<file path="src/rtl/bcd_seq_conv.sv">
// bcd_seq_conv: multi-cycle binary-to-BCD converter using shift-and-add-3
// (double dabble). Each clock performs one shift, so wide operands do not
// build a long adder chain. An optional signed mode is supported, and the
// converter flags magnitudes that do not fit in DIGITS decimal digits.
//
// Ports:
//   clk       rising-edge clock
//   rst       synchronous active-high reset
//   start     conversion request, honoured only while idle
//   in        binary operand (IN_W bits), captured with start
//   is_signed treat in as two's complement, captured with start
//   busy      conversion in progress
//   done      one-cycle pulse when bcd/sign/overflow are updated
//   bcd       result digits, digit 0 in [3:0]
//   sign      operand was negative (signed mode only)
//   overflow  magnitude >= 10^DIGITS; bcd holds magnitude mod 10^DIGITS
//
// state | meaning
// IDLE  | waiting for start, outputs hold the last result
// SHIFT | one add-3/shift step per cycle, IN_W steps in total
module bcd_seq_conv #(
  parameter int IN_W   = 15,
  parameter int DIGITS = 5
) (
  input  logic                  clk,
  input  logic                  rst,
  input  logic                  start,
  input  logic [IN_W-1:0]       in,
  input  logic                  is_signed,
  output logic                  busy,
  output logic                  done,
  output logic [4*DIGITS-1:0]   bcd,
  output logic                  sign,
  output logic                  overflow
);

  localparam int BW = 4 * DIGITS;
  localparam int CW = $clog2(IN_W + 1);

  typedef enum logic {IDLE, SHIFT} state_t;

  state_t          state;
  logic [IN_W-1:0] mag;
  logic [BW-1:0]   scr;
  logic [CW-1:0]   cnt;
  logic            sign_r;
  logic            ovf_acc;

  logic [BW-1:0]   adj;
  logic [BW-1:0]   scr_next;
  logic [IN_W-1:0] mag_next;
  logic            out_bit;

  // Add-3 correction on every digit, then one left shift of {scratch, mag}.
  always_comb begin
    adj = scr;
    for (int i = 0; i < DIGITS; i++) begin
      if (scr[4*i +: 4] >= 4'd5)
        adj[4*i +: 4] = scr[4*i +: 4] + 4'd3;
    end
    out_bit  = adj[BW-1];
    scr_next = {adj[BW-2:0], mag[IN_W-1]};
    mag_next = {mag[IN_W-2:0], 1'b0};
  end

  assign busy = (state == SHIFT);

  always_ff @(posedge clk) begin
    if (rst) begin
      state    <= IDLE;
      mag      <= '0;
      scr      <= '0;
      cnt      <= '0;
      sign_r   <= 1'b0;
      ovf_acc  <= 1'b0;
      done     <= 1'b0;
      bcd      <= '0;
      sign     <= 1'b0;
      overflow <= 1'b0;
    end else begin
      done <= 1'b0;
      case (state)
        IDLE: begin
          if (start) begin
            // Most negative operand negates to itself; read unsigned it is
            // exactly the wanted magnitude.
            if (is_signed && in[IN_W-1])
              mag <= ~in + 1'b1;
            else
              mag <= in;
            sign_r  <= is_signed & in[IN_W-1];
            scr     <= '0;
            ovf_acc <= 1'b0;
            cnt     <= CW'(IN_W);
            state   <= SHIFT;
          end
        end
        SHIFT: begin
          scr     <= scr_next;
          mag     <= mag_next;
          ovf_acc <= ovf_acc | out_bit;
          cnt     <= cnt - 1'b1;
          if (cnt == CW'(1)) begin
            bcd      <= scr_next;
            sign     <= sign_r;
            overflow <= ovf_acc | out_bit;
            done     <= 1'b1;
            state    <= IDLE;
          end
        end
        default: state <= IDLE;
      endcase
    end
  end

endmodule

</file>
<file path="config.mk">
export PLATFORM = sky130hd
export DESIGN_NAME = bcd_seq_conv
export DESIGN_NICKNAME = d
export VERILOG_FILES = /design/src/rtl/bcd_seq_conv.sv
export SDC_FILE = /design/constraint.sdc
export NUM_CORES = 1
export LEC_CHECK = 0
export BUFFER_PORTS_ARGS = -buffer_cell sky130_fd_sc_hd__buf_4
export CORE_MARGIN = 5
export CORE_UTILIZATION = 53
export CTS_CLUSTER_SIZE = 16
export DETAILED_ROUTE_END_ITERATION = 12
export PLACE_DENSITY_LB_ADDON = 0.1
export RECOVER_POWER = 25
export SLEW_MARGIN = 20
export SYNTH_ARGS = -nofsm -noshare
export SYNTH_HDL_FRONTEND = slang
export SYNTH_SLANG_ARGS = --single-unit
</file>
<file path="constraint.sdc">
create_clock -name clk -period 1.7 [get_ports clk]
set_input_delay 0.085 -clock clk [delete_from_list [all_inputs] [get_ports clk]]
set_output_delay 0.085 -clock clk [all_outputs]
set_load 0.05 [all_outputs]
</file>
==> impl_metrics.py <==
metrics = {
    "sta": {
        "fmax_mhz": 623,
        "grt_setup_unrepaired": "no",
        "slew_headroom_pct": 59.8,
        "timing.hold.ws_ns": 0.0673,
        "finalSetupViolCount": 0,
        "fin_skew_ns": 0.00758,
        "hold_viol": 0,
        "fin_crit_sh_pct": 94.4,
        "setup_tns_ns": 0,
        "drv_slew": 0,
        "post-route-min-period_ns": 1.61,
        "worst_slack_ns": 0.0949,
        "tightest_slew_ns": 0.605,
    },
    "clocking": {
        "clk_latency_ns": 0.33,
        "cts_tree": "yes",
        "clockRootBuffer": "clkbuf_8",
        "htreeDepth": 3,
        "cts_made_buffers": 9,
        "clock_path_buffers": 2,
        "clk_pin_slew_worst_paths_ns": 0.07,
        "clkSinkCount": 65,
    },
    "synth": {
        "synth-async-reset-ratio_pct": 0,
        "yosys.area.top_type": "dfxtp_1",
        "avgSynthCellArea_um2": 8.66,
        "netlist_instances": 386,
        "yosys_warnings": 0,
        "synth.distinct_cells": 53,
        "yosysTopAreaCellShare_pct": 38.9,
        "synth_edf_count": 0,
        "ys_seq_area_share_pct": 38.9,
        "synthesis.nets": 418,
        "syn_area_mm2": 0.00334,
        "ys_ff_latch": 65,
        "synth_flop_cell": "dfxtp_1",
        "synth_area_leaders": "dfxtp_1 (39%), ha_1 (4.9%), nor2_1 (4.0%)",
    },
    "pwr": {
        "peakVddDrop_uv": 570,
        "clockPowerShare_pct": 35.1,
        "powerDensity_mw_per_mm2": 809,
        "p_int_mw": 2.26,
        "leakagePower_nw": 1.35,
        "p_sw_mw": 0.872,
        "total_power_mw": 3.13,
        "power_frac_comb_pct": 13.5,
        "sw_frac_of_total_pct": 27.9,
        "p_seq_share_pct": 51.4,
    },
    "setup_path": {
        "path_max_fanout": 5,
        "cp-start-kind": "flop",
        "critPathKind": "flop to flop",
        "required_ns": 1.96,
        "end_kind": "flop",
        "worstPathArrival_ns": 1.87,
    },
    "finish": {
        "instances_no_fill": 510,
        "fill_cells": 591,
        "synthToLayoutAreaGrowth_pct": 15.7,
        "drive_gt1_share_pct": 16.9,
        "antenna_cells": 0,
        "fin_util_pct": 62.0,
        "fin_nets": 460,
        "fin_area_mm2": 0.00387,
    },
    "grt": {
        "grt_max_degree": 39,
        "grt_pass1_wl_mm": 12.4,
        "grt_pass1_vias": 2745,
        "grt_util_all_layers_pct": 19.7,
        "antenna_found_initial": 0,
        "gr-total-overflow": 0,
    },
    "floorplanning": {
        "initial_core_util_pct": 53.6,
        "io_pins": 43,
        "dieArea_mm2": 0.00800,
        "core-area_mm2": 0.00624,
        "fp-row-count": 29,
        "die_height_um": 89.4,
        "dieWidth_um": 89.4,
    },
    "place": {
        "io_buffers": 42,
        "place_area_mm2": 0.00377,
        "dp_hpwl_mm": 5.24,
        "place.gp.congestion": 0.854,
        "placed_cells": 494,
        "dp_slack_ns": 0.0899,
    },
    "detailed_routing": {
        "ant_nets": 0,
        "wire_per_inst_um": 14.3,
        "drt_iter0_markers": 108,
        "wl_mm": 7.27,
        "via_per_inst": 5.63,
        "drc": 0,
        "dr.pass1.iters": 4,
        "vias": 2873,
    },
    "flow_run": {
        "maxCapViolations": 0,
    },
    "min_path": {
        "worstHoldPathType": "input pin to flop",
    },
    "outcome": {
        "status": "finished, final reports clean",
    },
}
## cells by family (layout without fill, tap and decap cells)
logic type | after synthesis | after routing | synth area share (%)
compound gates | 104 | 104 | 21.8
xor+xnor | 14 | 14 | 3.67
fa+ha+maj | 13 | 13 | 4.87
buf+inv | 51 | 98 | 6.10
flops | 65 | 65 | 38.9
mux | 11 | 11 | 3.52
simple gates | 128 | 128 | 21.1
## worst max-delay path, stage by stage, from the launching register on
cell     delay, ns
dfxtp_1       0.35
inv_1         0.09
ha_2          0.22
nor2b_2       0.16
o21ba_2       0.21
mux2_1        0.33
o22ai_1       0.17
## metal layers
metal  vias to the layer above  share of wire (%)  global-route usage [%]
met5                         -                  0                       0
met4                         0               0.87                    5.68
met3                         8                3.7                    5.99
met2                        43                 47                    31.8
met1                      1350                 48                    25.4
li1                       1472                  -                       -
## flip-flops by register name, indices dropped and copies added, names as in the netlist
signal / count
sign_r: 1
overflow: 1
cnt: 4
mag: 15
sign: 1
busy: 1
ovf_acc: 1
done: 1
scr: 20
bcd: 20
## final timing paths
| path | slack (ns) | cells after the start | from | endpoint |
|---|---|---|---|---|
| worst max register to register | 0.09 | 6 | scr[0] | bcd[2] |
| worst max-delay path | 0.09 | 6 | scr[0] | bcd[2] |
| worst min register to register | 0.46 | 2 | mag[1] | mag[2] |
| worst min-delay path | 0.07 | 3 | in[14] | mag[14] |
## cells in the final DEF (no fill, tap or decap), drive strengths merged, types with 3 or more instances in the layout
cell type and instances:
buf 34, inv 26, clkinv 4, ha 13, a311oi 7, nor2 36
nor3b 13, mux2i 5, o22ai 16, a31oi 4, nand3 4, a32oi 3
nand2 19, or3 5, nor3 19, a211oi 9, a21oi 24, clkbuf 32
o21ai 12, nor2b 6, dfxtp 65, o21ba 5, mux2 6, o32ai 11
a21o 3, and2 4, xnor2 13, nand2b 12
## synth_stat cells (3+ instances only)
library cell	instances
dfxtp_1	65
nor2_1	36
inv_1	25
a21oi_1	23
nand2_1	19
nor3_1	18
o22ai_1	16
ha_1	13
nor3b_1	13
xnor2_1	13
clkbuf_1	12
nand2b_1	12
o21ai_0	11
o32ai_1	11
a211oi_1	8
a311oi_1	7
buf_2	7
nor2b_1	6
buf_1	5
mux2i_1	5
o21ba_2	5
or3_1	5
a31oi_1	4
and2_1	4
nand3_1	4
a21o_1	3
a32oi_1	3
mux2_1	3
mux2_2	3
## layout make-up
class	instances	area (µm²)	area share (%)
inverters	26	97.6	2.52
clock buffers	10	128	3.30
multi-input cells	270	1860	48.0
well taps	77	96.3	2.49
flip-flops and latches	65	1300	33.7
repair buffers	56	352	9.09
clock inverters	6	35.0	0.906
## what timing repair did
action | in CTS | in global routing
buffers inserted | 0 | 0
hold buffers | 0 | 0
setup endpoints to repair | 0 | 11
resized for setup | 0 | 8
## power by group through the flow
stage,combinational (mW),sequential (mW),clock (mW)
final,0.422,1.61,1.10
after global routing,0.463,1.61,1.21
after CTS,0.431,1.61,1.13
after detailed placement,0.430,1.64,0
after global placement,0.424,1.64,0
after floorplan,0.246,1.68,0
(Power assumes the default switching activity.)
